File: src/rtl/clk_pkg.sv
// Shared constants and event encoding for the programmable clock divider.
package clk_pkg;

  localparam int CNT_WIDTH_DEF = 16;
  localparam int MIN_DIV       = 2;
  localparam int DIV_25MHZ     = 2;
  localparam int DIV_1KHZ      = 50000;

  typedef enum logic [1:0] {
    EVT_STOP  = 2'd0,
    EVT_START = 2'd1,
    EVT_WRAP  = 2'd2,
    EVT_RUN   = 2'd3
  } div_evt_e;

endpackage

File: src/rtl/div_hs_reg.sv
// Pending-divisor holding register: clamps the requested divisor and runs
// the valid/ready handshake until the top consumes the value.
module div_hs_reg
  import clk_pkg::*;
#(
  parameter int CNT_WIDTH = CNT_WIDTH_DEF
) (
  input  logic                 i_clk,
  input  logic                 i_rst_n,
  input  logic [CNT_WIDTH-1:0] i_div,
  input  logic                 i_div_valid,
  input  logic                 i_apply,
  output logic                 o_ready,
  output logic                 o_pend_vld,
  output logic [CNT_WIDTH-1:0] o_pend_div
);

  logic [CNT_WIDTH-1:0] w_min_div;
  logic [CNT_WIDTH-1:0] w_clamped;
  logic                 r_pend_vld;
  logic [CNT_WIDTH-1:0] r_pend_div;

  // Divisors of 0 or 1 would stall or degenerate the counter, so raise them to the minimum.
  assign w_min_div = CNT_WIDTH'(MIN_DIV);
  assign w_clamped = (i_div < w_min_div) ? w_min_div : i_div;

  // Capture on handshake; clear once the top has applied the value.
  always_ff @(posedge i_clk or negedge i_rst_n) begin
    if (!i_rst_n) begin
      r_pend_vld <= 1'b0;
      r_pend_div <= '0;
    end else if (i_div_valid && !r_pend_vld) begin
      r_pend_vld <= 1'b1;
      r_pend_div <= w_clamped;
    end else if (i_apply) begin
      r_pend_vld <= 1'b0;
    end
  end

  assign o_ready    = ~r_pend_vld;
  assign o_pend_vld = r_pend_vld;
  assign o_pend_div = r_pend_div;

endmodule

File: src/rtl/clk_div_gen.sv
// Runtime-programmable integer clock divider producing a divided square wave
// and a one-cycle period-start strobe; divisor changes land only on period boundaries.
module clk_div_gen
  import clk_pkg::*;
#(
  parameter int CNT_WIDTH = CNT_WIDTH_DEF,
  parameter int DEF_DIV   = DIV_25MHZ
) (
  input  logic                 CLK50,
  input  logic                 RST_N,
  input  logic                 EN,
  input  logic                 SYNC_CLR,
  input  logic [CNT_WIDTH-1:0] DIV,
  input  logic                 DIV_VALID,
  output logic                 DIV_READY,
  output logic [CNT_WIDTH-1:0] DIV_ACT,
  output logic                 CLK_OUT,
  output logic                 TICK
);

  logic [CNT_WIDTH-1:0] r_cnt;
  logic [CNT_WIDTH-1:0] r_div_act;
  logic                 r_running;
  logic                 r_clk_out;
  logic                 r_tick;

  logic [CNT_WIDTH-1:0] w_cnt_nxt;
  logic [CNT_WIDTH-1:0] w_div_act_nxt;
  logic                 w_running_nxt;
  logic                 w_clk_out_nxt;
  logic                 w_tick_nxt;
  logic [CNT_WIDTH-1:0] w_cnt_inc;
  logic [CNT_WIDTH-1:0] w_half;
  logic [CNT_WIDTH-1:0] w_last;
  logic                 w_apply;
  logic                 w_pend_vld;
  logic [CNT_WIDTH-1:0] w_pend_div;
  div_evt_e             w_evt;

  assign w_cnt_inc = r_cnt + CNT_WIDTH'(1);
  assign w_half    = r_div_act >> 1;
  assign w_last    = r_div_act - CNT_WIDTH'(1);

  // Classify this edge; EN low beats SYNC_CLR, which beats the run logic.
  always_comb begin
    w_evt = EVT_RUN;
    if (!EN) begin
      w_evt = EVT_STOP;
    end else if (!r_running || SYNC_CLR) begin
      w_evt = EVT_START;
    end else if (r_cnt == w_last) begin
      w_evt = EVT_WRAP;
    end else begin
      w_evt = EVT_RUN;
    end
  end

  assign w_apply = w_pend_vld && (w_evt != EVT_RUN);

  div_hs_reg #(
    .CNT_WIDTH (CNT_WIDTH)
  ) u_div_hs_reg (
    .i_clk       (CLK50),
    .i_rst_n     (RST_N),
    .i_div       (DIV),
    .i_div_valid (DIV_VALID),
    .i_apply     (w_apply),
    .o_ready     (DIV_READY),
    .o_pend_vld  (w_pend_vld),
    .o_pend_div  (w_pend_div)
  );

  // Next-state for counter and outputs.
  always_comb begin
    w_cnt_nxt     = r_cnt;
    w_running_nxt = r_running;
    w_clk_out_nxt = r_clk_out;
    w_tick_nxt    = 1'b0;
    w_div_act_nxt = w_apply ? w_pend_div : r_div_act;
    case (w_evt)
      EVT_STOP: begin
        w_cnt_nxt     = '0;
        w_running_nxt = 1'b0;
        w_clk_out_nxt = 1'b0;
      end
      EVT_START, EVT_WRAP: begin
        w_cnt_nxt     = '0;
        w_running_nxt = 1'b1;
        w_clk_out_nxt = 1'b1;
        w_tick_nxt    = 1'b1;
      end
      EVT_RUN: begin
        w_cnt_nxt = w_cnt_inc;
        if (w_cnt_inc == w_half) begin
          w_clk_out_nxt = 1'b0;
        end else begin
          w_clk_out_nxt = r_clk_out;
        end
      end
      default: begin
        w_cnt_nxt     = '0;
        w_running_nxt = 1'b0;
        w_clk_out_nxt = 1'b0;
      end
    endcase
  end

  // State and output registers.
  always_ff @(posedge CLK50 or negedge RST_N) begin
    if (!RST_N) begin
      r_cnt     <= '0;
      r_running <= 1'b0;
      r_clk_out <= 1'b0;
      r_tick    <= 1'b0;
      r_div_act <= CNT_WIDTH'(DEF_DIV);
    end else begin
      r_cnt     <= w_cnt_nxt;
      r_running <= w_running_nxt;
      r_clk_out <= w_clk_out_nxt;
      r_tick    <= w_tick_nxt;
      r_div_act <= w_div_act_nxt;
    end
  end

  assign DIV_ACT = r_div_act;
  assign CLK_OUT = r_clk_out;
  assign TICK    = r_tick;

endmodule

File: config.mk
export PLATFORM = sky130hd
export DESIGN_NAME = clk_div_gen
export DESIGN_NICKNAME = d
export VERILOG_FILES = /design/src/rtl/clk_pkg.sv /design/src/rtl/div_hs_reg.sv /design/src/rtl/clk_div_gen.sv
export SDC_FILE = /design/constraint.sdc
export NUM_CORES = 1
export LEC_CHECK = 0
export BUFFER_PORTS_ARGS = -buffer_cell sky130_fd_sc_hd__buf_2
export CAP_MARGIN = 15
export CORE_ASPECT_RATIO = 0.6
export CORE_MARGIN = 2
export CORE_UTILIZATION = 45
export CTS_CLUSTER_DIAMETER = 60
export DETAILED_ROUTE_END_ITERATION = 7
export PLACE_DENSITY = 0.76
export SYNTH_ARGS = -nofsm -noshare
export SYNTH_HDL_FRONTEND = slang
export SYNTH_SLANG_ARGS = --single-unit
File: constraint.sdc
create_clock -name CLK50 -period 3.58 [get_ports CLK50]
set_input_delay 0.537 -clock CLK50 [delete_from_list [all_inputs] [get_ports CLK50]]
set_output_delay 0.537 -clock CLK50 [all_outputs]
set_load 0.01 [all_outputs]
# Word level (Yosys, flattened, before mapping)
# Cells that the tools add are included.
op_classes:
  magnitude_cmp: 1
  n_reduce_logical: 10
  add_sub_neg: 2
  n_bitwise: 1
  muxes: 11
  eq_ne: 7
op_table:
  columns: ["operator", "n"]
  rows:
  - ["case mux 16 bit (2 select lines)", 1]
  - ["adder 16 x 1 -> 16 bit (second input constant)", 1]
  - ["equality test 16 x 15 -> 1 bit", 1]
  - ["equality test 16 bit", 1]
  - ["< comparator 16 x 2 -> 1 bit (second input constant)", 1]
  - ["two-way mux 16 bit", 1]
  - ["subtractor 16 x 1 -> 16 bit (second input constant)", 1]
  - ["two-way mux 1 bit", 5]
  - ["equality test 2 bit (second input constant)", 2]
  - ["two-way mux 2 bit", 2]
  - ["inequality test 2 bit (second input constant)", 2]
  - ["nonzero test 2 bit", 2]
  - ["case mux 1 bit (3 select lines)", 1]
  - ["OR reduction 3 bit", 1]
  - ["equality test 2 x 1 -> 1 bit (second input constant)", 1]
  - ["logical AND 1 bit", 2]
  - ["zero test 1 bit", 2]
  - ["zero test 2 bit", 1]
  - ["case mux 1 bit (2 select lines)", 1]
  - ["OR reduction 2 bit", 1]
  - ["logical OR 1 bit", 1]
  - ["inverter 1 bit", 1]
totals:
  out_inout_bits: 19
  register_bits: 52

# Longest topological paths before layout
# Gate-level depths: netlist of the first run.
logic_depth:
  word_depth: 9
  depth_mapped: 14
  depth_no_buf: 12

# By module
# Synthesis of the first run repeated with hierarchy kept, for this count alone.
unflattened:
  cells_unflattened: 300
  hier_area_um2: 3194.3
modules_own_cells:
  columns: ["mod", "area_per_inst_um2", "instances", "cells_each"]
  rows:
  - ["clk_div_gen", 2472.4, 1, 255]
  - ["div_hs_reg", 721.9, 1, 45]

# Worst setup path before layout of the first run
# No wires, ideal clock.
synth_path:
  path_kind: "flip-flop to flip-flop"
  startpoint: "reg r_div_act[1], in the netlist DIV_ACT[1]"
  endpoint: "reg r_div_act[11], in the netlist DIV_ACT[11]"
  stages_incl_launch_ff: 14
  path_slack_ps: -129
  n_path_buf: 2
  setup_time_ps: 125
  arrival_time_ps: 3584
  required_ps: 3455
  path_cell_list: "dfstp_2 -> inv_1 -> ha_1 -> xnor2_1 -> a31oi_1 -> nand4_1 -> a2111oi_0 -> o2111ai_1 -> o31a_1 -> ha_1 -> clkbuf_1 -> nor2_1 -> clkbuf_1 -> mux2_2"
synth_via:
  elab_chain_cells: 7
synth_lines:
  columns: ["element", "line_no", "text"]
  rows:
  - ["start: declaration", "clk_div_gen.sv:22", "logic [CNT_WIDTH-1:0] r_div_act;"]
  - ["start signal: assignment", "clk_div_gen.sv:115", "r_div_act <= CNT_WIDTH'(DEF_DIV);"]
  - ["start signal: assignment", "clk_div_gen.sv:121", "r_div_act <= w_div_act_nxt;"]
  - ["subtractor 16 x 1 -> 16 bit", "clk_div_gen.sv:42", "assign w_last = r_div_act - CNT_WIDTH'(1);"]
  - ["equality test 16 bit", "clk_div_gen.sv:51", "end else if (r_cnt == w_last) begin"]
  - ["two-way mux 1 bit", "clk_div_gen.sv:51", null]
  - ["two-way mux 2 bit", "clk_div_gen.sv:49", "end else if (!r_running || SYNC_CLR) begin"]
  - ["two-way mux 2 bit", "clk_div_gen.sv:47", "if (!EN) begin"]
  - ["inequality test 2 bit", "clk_div_gen.sv:58", "assign w_apply = w_pend_vld && (w_evt != EVT_RUN);"]
  - ["logical AND 1 bit", "clk_div_gen.sv:58", null]
# Every way passes these cells.
# A chain may end at the register's enable or synchronous reset.

# Worst setup path after layout of the first run
layout_path:
  startpoint: "reg r_div_act[1], in the netlist DIV_ACT[1]"
  endpoint: "reg r_div_act[14], in the netlist DIV_ACT[14]"
# Same word-level chain as after synthesis.

==> flow_summary_export.csv, run 1 <==
group,metric,value,unit
global_route,grt_pass1_wl,12.98,mm
clock_tree,root_buffer,"clkbuf_16",
logic_synthesis,synth_top_area_cell,"dfrtp_1",
floorplan,core,6705,um^2
run,maxCapViolations,0,
worst_setup_path,critPathCaptureType,"flop",
placement,placed_cell_area,3422,um^2
worst_setup_path,cp.arrival,3.52,ns
power_and_ir_drop,irDropWorstVdd,0.3103,mV
logic_synthesis,synth_area_per_cell,10.54,um^2
clock_tree,clk_pin_slew,0.07,ns
detailed_routing,wirelength,7.662,mm
worst_setup_path,cp_max_fo,16,
floorplan,initial_core_util,46.69,%
worst_setup_path,reg2reg_slack,0.23,ns
detailed_routing,wl_per_cell,18.16,um
clock_tree,cts_max_path_buffers,2,
detailed_routing,viasPerCell,5.806,
logic_synthesis,yosys_warnings,0,
floorplan,dieArea,7661,um^2
placement,gp_congestion,0.9427,
global_route,grt_pass1_vias,2483,
detailed_routing,drtIter0Drc,212,
finish,diodes,0,
global_route,gr-usage-all-layers,21.95,%
sta,fmax,0.2987,GHz
finish,final_common_cell,"dfrtp_1",
power_and_ir_drop,p_int,1340,uW
power_and_ir_drop,p_per_area,539.1,nW/um^2
worst_setup_path,crit_required,3.76,ns
finish,mostFrequentLayoutCells,"51 x dfrtp_1, 39 x buf_2, 29 x mux2_2, 28 x xnor2_1, 20 x nor2_1",
worst_setup_path,r2r-end,"DIV_ACT[14]",
detailed_routing,drcViolationCount,0,
clock_tree,htreeDepth,2,
sta,finalMaxSlewViolations,0,
finish,area_growth,15.83,%
finish,nFillCells,579,
finish,final_area,3626,um^2
power_and_ir_drop,p_seq_share,41.0,%
global_route,antenna_found_initial,0,
global_route,grt_start_max_net_pins,35,
finish,multiInputGateArea,1698,um^2
sta,setup_viol,0,
clock_tree,postCtsSetupRepairBufs,0,
sta,finalSetupTns,0,ns
global_route,globalRoute.totalOverflow,0,
worst_setup_path,cp-start-kind,"flop",
sta,hold_violations,0,
power_and_ir_drop,pwr-share-clk,30.9,%
power_and_ir_drop,p_leak,0.001505,uW
logic_synthesis,synth_top_area_share,40.77,%
power_and_ir_drop,p_comb_share,28.0,%
logic_synthesis,syn-num-nets,322,
clock_tree,clk_latency,0.29,ns
floorplan,core.rowCount,23,
sta,layout_min_cycle_time,3.347,ns
detailed_routing,dr.pass1.iters,4,
logic_synthesis,synth_flop_cell,"dfrtp_1",
floorplan,io_pins,40,
logic_synthesis,netlist_top_cells_area,"dfrtp_1 41%, mux2_2 10%, xnor2_1 8.1%, xor2_1 5.0%, nor2_1 2.5%",
clock_tree,cts.sinks,52,
placement,hpwl,5.753,mm
worst_setup_path,criticalPathCategory,"flop to flop",
detailed_routing,dr_total_vias,2450,
sta,finClkSkew,0.003915,ns
power_and_ir_drop,p_sw,614.7,uW
logic_synthesis,synth_seq_cells,52,
clock_tree,tritoncts,"built",
sta,slew_headroom,49.21,%
hold_path,hold_class,"input pin to async pin",
sta,tightest_slew,0.7601,ns
finish,nets,360,
detailed_routing,antenna_left,0,
logic_synthesis,async_flop_share,100.0,%
sta,rsz0062_at_grt,"false",
power_and_ir_drop,swShare,31.45,%
logic_synthesis,syn_inst,297,
logic_synthesis,ys_types,60,
floorplan,fp.dieW,111.7,um
finish,layout-drive-gt1-share,31.34,%
clock_tree,cts_inserted_buffers,5,
logic_synthesis,seq_area_frac_synth,41.61,%
floorplan,chipHeight,68.61,um
worst_setup_path,r2r_start,"DIV_ACT[1]",
sta,period_share,93.50,%
status,status,"finished, final reports clean",
logic_synthesis,synth_edf_count,0,
finish,regArea,1303,um^2
worst_setup_path,reg2reg_depth,12,
placement,io_buffers,39,
logic_synthesis,netlist_area,3131,um^2
[kinds of logic after synthesis]
logic type	synth area share, %
simple gates	18.90
compound gates	8.673
xor+xnor	13.15
buf+inv	4.836
flops	41.61
fa+ha+maj	1.599
mux	11.23
[state kept, by name, indices dropped and copies added, names as in the netlist]
signal,cells
DIV_ACT,16
r_cnt,16
u_div_hs_reg.o_pend_div,16
CLK_OUT,1
TICK,1
r_running,1
u_div_hs_reg.o_pend_vld,1
[area by class of cell]
class	instances	share of cell area, %
clock buffers	5	3.451
clock inverters	2	1.656
inverters	9	0.9317
multi-input cells	216	46.83
well taps	87	3.002
flip-flops and latches	52	35.92
repair buffers	51	8.213
[stage by stage]
step	total power, uW	worst slack [ns]	instances	hold WS, ns	utilization, %
2_1_floorplan	1136	0.01589	297	0.2414	-
3_3_place_gp	1325	0.2087	415	0.4645	51.04
3_5_place_dp	1339	0.1513	415	0.4792	51.04
4_1_cts	1952	0.1273	422	0.3423	53.80
5_1_grt	2055	0.02671	422	0.3849	54.08
6_report	1955	0.2326	422	0.3112	54.08
[routing by layer]
metal	wire length, um	GRT usage [%]	part of all wire (%)
met1	3794	33.22	50
met2	3059	31.06	40
met3	718	5.245	9.4
met4	90	6.173	1.2
met5	0	0	0
[Yosys cell counts (4+ instances only)]
library cell and number:
nor2b_1 4, dfrtp_1 51, buf_2 4, ha_1 4, inv_1 8, xor2_1 18, a21oi_1 7, nand2_1 15
nand3_1 9, a31oi_1 4, xnor2_1 29, nor4_1 7, o21ai_0 6, and2_1 6, buf_6 4, clkbuf_1 8
nor2_1 21, mux2_2 29, nor3_1 7, nand4_1 5
[repair_timing]
item                                    4_1_cts  5_1_grt
resized for setup                             0        3
endpoints found under the setup margin        0       11
hold buffers                                  0        0
endpoints found under the hold margin         0        0
[power by group through the flow]
stage | Combinational (uW) | Sequential (uW) | Clock [uW]
finish | 547 | 802 | 605
global route | 598 | 818 | 639
CTS | 538 | 797 | 617
detailed placement | 532 | 807 | 0
global placement | 521 | 804 | 0
floorplan | 359 | 777 | 0
[worst max-delay path by stage]
stage / start / to / slack [ns] / depth (start not counted)
CTS: DIV_ACT[4] / DIV_ACT[14] / 0.13 / 11
global route: DIV_ACT[1] / DIV_ACT[14] / 0.03 / 12
detailed placement: DIV_ACT[4] / DIV_ACT[2] / 0.15 / 11
finish: DIV_ACT[1] / DIV_ACT[14] / 0.23 / 12
floorplan: DIV_ACT[1] / DIV_ACT[11] / 0.02 / 13
global placement: DIV_ACT[4] / DIV_ACT[4] / 0.21 / 11
[worst max-delay path, cell delays in order, from the launching register on]
cell,delay [ns]
dfstp_2,0.59
inv_1,0.07
ha_1,0.25
xor2_1,0.20
nor3_1,0.21
a31oi_1,0.06
a2111oi_0,0.35
o2111ai_1,0.20
o31a_1,0.35
ha_1,0.24
nor2_4,0.18
buf_12,0.17
mux2_2,0.34
Note: power is estimated with default switching activity, not from simulation.
==> run 2: changes to the inputs <==
Settings changed: BUFFER_PORTS_ARGS -buffer_cell sky130_fd_sc_hd__buf_2 to -buffer_cell sky130_fd_sc_hd__clkbuf_2, SKIP_LAST_GASP set to 1.
==> run 2 against run 1 <==
  * Cell area down 0.31%
  * Global-route usage about the same
  * Wire length up 0.31%
  * Combinational power down 2%
  * Register-to-register slack about the same
  * Critical path depth unchanged
  * Sequential cell count unchanged
  * First-iteration DRC count up 14%
  * Critical endpoint is now DIV_ACT[13]
  * Highest routed layer unchanged
  * Utilization down 0.17 points
  * Hold slack worse by 0.11 ns
  * Sequential share of layout area up 0.11 points
==> flow_summary_export.csv, run 2 (same netlist as run 1, synthesis figures left out) <==
group,metric,value,unit
status,status,"finished, final reports clean",
sta,period_share,93.21,%
finish,final_common_cell,"dfrtp_1",
floorplan,core,6705,um^2
power_and_ir_drop,p_int,1338,uW
power_and_ir_drop,p_per_area,538.4,nW/um^2
detailed_routing,dr.pass1.iters,4,
power_and_ir_drop,irDropWorstVdd,0.3203,mV
detailed_routing,drtIter0Drc,241,
clock_tree,hold_buffers,0,
worst_setup_path,crit_required,3.75,ns
worst_setup_path,critical-path-top-delay-family,"compound AO/OA/AOI/OAI gates",
clock_tree,cts-resized-gates,0,
clock_tree,htreeDepth,2,
clock_tree,cts_inserted_buffers,5,
floorplan,fp.dieW,111.7,um
worst_setup_path,r2r-end,"DIV_ACT[13]",
finish,nFillCells,574,
finish,diodes,0,
sta,tightest_slew,0.7622,ns
worst_setup_path,reg2reg_slack,0.24,ns
finish,mostFrequentLayoutCells,"51 x dfrtp_1, 39 x clkbuf_2, 29 x xnor2_1, 29 x mux2_2, 20 x nor2_1",
sta,hold_violations,0,
global_route,grt_pass1_vias,2394,
worst_setup_path,criticalPathCategory,"flop to flop",
sta,slew_headroom,49.07,%
floorplan,io_pins,40,
worst_setup_path,critPathCaptureType,"flop",
sta,layout_min_cycle_time,3.337,ns
worst_setup_path,cp.arrival,3.51,ns
global_route,gr-usage-all-layers,21.96,%
detailed_routing,wl_per_cell,18.21,um
power_and_ir_drop,pwr-share-clk,31.2,%
power_and_ir_drop,p_leak,0.001505,uW
finish,area_growth,15.47,%
run,maxCapViolations,0,
global_route,antenna_found_initial,0,
sta,finalSetupTns,0,ns
global_route,grt_start_max_net_pins,35,
detailed_routing,wl_met3,599,um
detailed_routing,met2_length,3.146,mm
clock_tree,postCtsSetupRepairBufs,0,
worst_setup_path,critical-path-slowest-cell,"dfstp_2",
placement,gp_congestion,0.9436,
floorplan,initial_core_util,46.69,%
floorplan,dieArea,7661,um^2
placement,io_buffers,39,
sta,finalMaxSlewViolations,0,
floorplan,core.rowCount,23,
sta,setup_viol,0,
clock_tree,root_buffer,"clkbuf_16",
finish,layout-drive-gt1-share,31.04,%
clock_tree,tritoncts,"built",
global_route,grt_pass1_wl,12.72,mm
clock_tree,cts.sinks,52,
placement,hpwl,5.791,mm
global_route,globalRoute.totalOverflow,0,
worst_setup_path,cp_max_fo,16,
clock_tree,clk_pin_slew,0.07,ns
worst_setup_path,r2r_start,"DIV_ACT[1]",
detailed_routing,drcViolationCount,0,
power_and_ir_drop,p_comb_share,27.6,%
detailed_routing,antenna_left,0,
power_and_ir_drop,p_seq_share,41.2,%
power_and_ir_drop,p_sw,608.5,uW
worst_setup_path,cp_num_buf_inv,2,
finish,nets,360,
sta,fmax,0.2997,GHz
worst_setup_path,cp-start-kind,"flop",
worst_setup_path,crit_chain,"inv_1 -> ha_2 -> xnor2_1 -> a31oi_1 -> nand4_1 -> a2111oi_0 -> o2111ai_1 -> o31a_1 -> ha_1 -> nor2_4 -> buf_12 -> mux2_2",
worst_setup_path,reg2reg_depth,12,
sta,rsz0062_at_grt,"false",
clock_tree,clk_latency,0.29,ns
detailed_routing,viasPerCell,5.697,
sta,finClkSkew,0.005112,ns
sta,whs,0.1975,ns
floorplan,chipHeight,68.61,um
hold_path,hold_class,"input pin to async pin",
clock_tree,cts_max_path_buffers,2,
worst_setup_path,critical-path-max-stage-delay,0.59,ns
detailed_routing,wirelength,7.686,mm
worst_setup_path,startpoint,"DIV_ACT[1]",
power_and_ir_drop,swShare,31.26,%
detailed_routing,dr_total_vias,2404,
detailed_routing,drt-met1-wl,3.829,mm
detailed_routing,maxUsedRoutingLayer,"met4",
-- run 2: cell types whose count changed in the layout (fill, tap and decap cells not counted), sizes merged --
cell and delta:
clkbuf +39, buf -39
-- run 2: how the worst max path moves through the flow --
stage	endpoint	slack, ns	cells past startpoint
final	DIV_ACT[13]	0.24	12
after global routing	DIV_ACT[4]	0.01	12
after CTS	DIV_ACT[13]	0.15	12
after detailed placement	DIV_ACT[13]	0.15	12
after global placement	DIV_ACT[4]	0.26	12
after floorplan	DIV_ACT[11]	0.02	13
-- run 2: per-stage QoR --
| stage | instances | util [%] | area (um^2) | power (uW) | setup WS (ns) |
|---|---|---|---|---|---|
| after floorplan | 297 | - | 3133 | 1136 | 0.01589 |
| after global placement | 415 | 51.04 | 3422 | 1324 | 0.2623 |
| after CTS | 422 | 53.80 | 3607 | 1945 | 0.1463 |
| final | 422 | 53.91 | 3615 | 1946 | 0.2431 |
| after global routing | 422 | 53.91 | 3615 | 2037 | 0.01432 |
| after detailed placement | 415 | 51.04 | 3422 | 1337 | 0.1491 |
-- run 2: power groups by stage --
| stage | registers [uW] | logic, uW | clock network (uW) |
|---|---|---|---|
| after floorplan | 777 | 359 | 0 |
| after global placement | 805 | 519 | 0 |
| after detailed placement | 809 | 528 | 0 |
| after CTS | 799 | 533 | 613 |
| after global routing | 815 | 587 | 635 |
| final | 801 | 538 | 607 |
-- run 2: layout make-up --
cell class / instances / area [um^2] / area share, %
clock buffers: 5 / 125.1 / 3.461
flip-flops and latches: 52 / 1303 / 36.03
repair buffers: 51 / 297.8 / 8.238
inverters: 9 / 33.78 / 0.9346
clock inverters: 2 / 60.06 / 1.661
well taps: 87 / 108.9 / 3.011
multi-input cells: 216 / 1687 / 46.66
-- run 2: worst register-to-register path, delay by kind of cell (launching register included) --
family | cells | cell delay (ns)
AND/OR/NAND/NOR | 2 | 0.30
XOR/XNOR | 1 | 0.07
buffers and inverters | 2 | 0.24
multiplexers | 1 | 0.34
AO/OA/AOI/OAI | 4 | 1.11
flip-flops | 1 | 0.59
adder cells (fa/ha/maj) | 2 | 0.56
-- run 2: metal layers --
metal  up-vias  global-route usage (%)
met1      1171                   32.62
met5         -                       0
met2        94                   32.73
li1       1128                       -
met3        11                   4.196
met4         0                   6.481
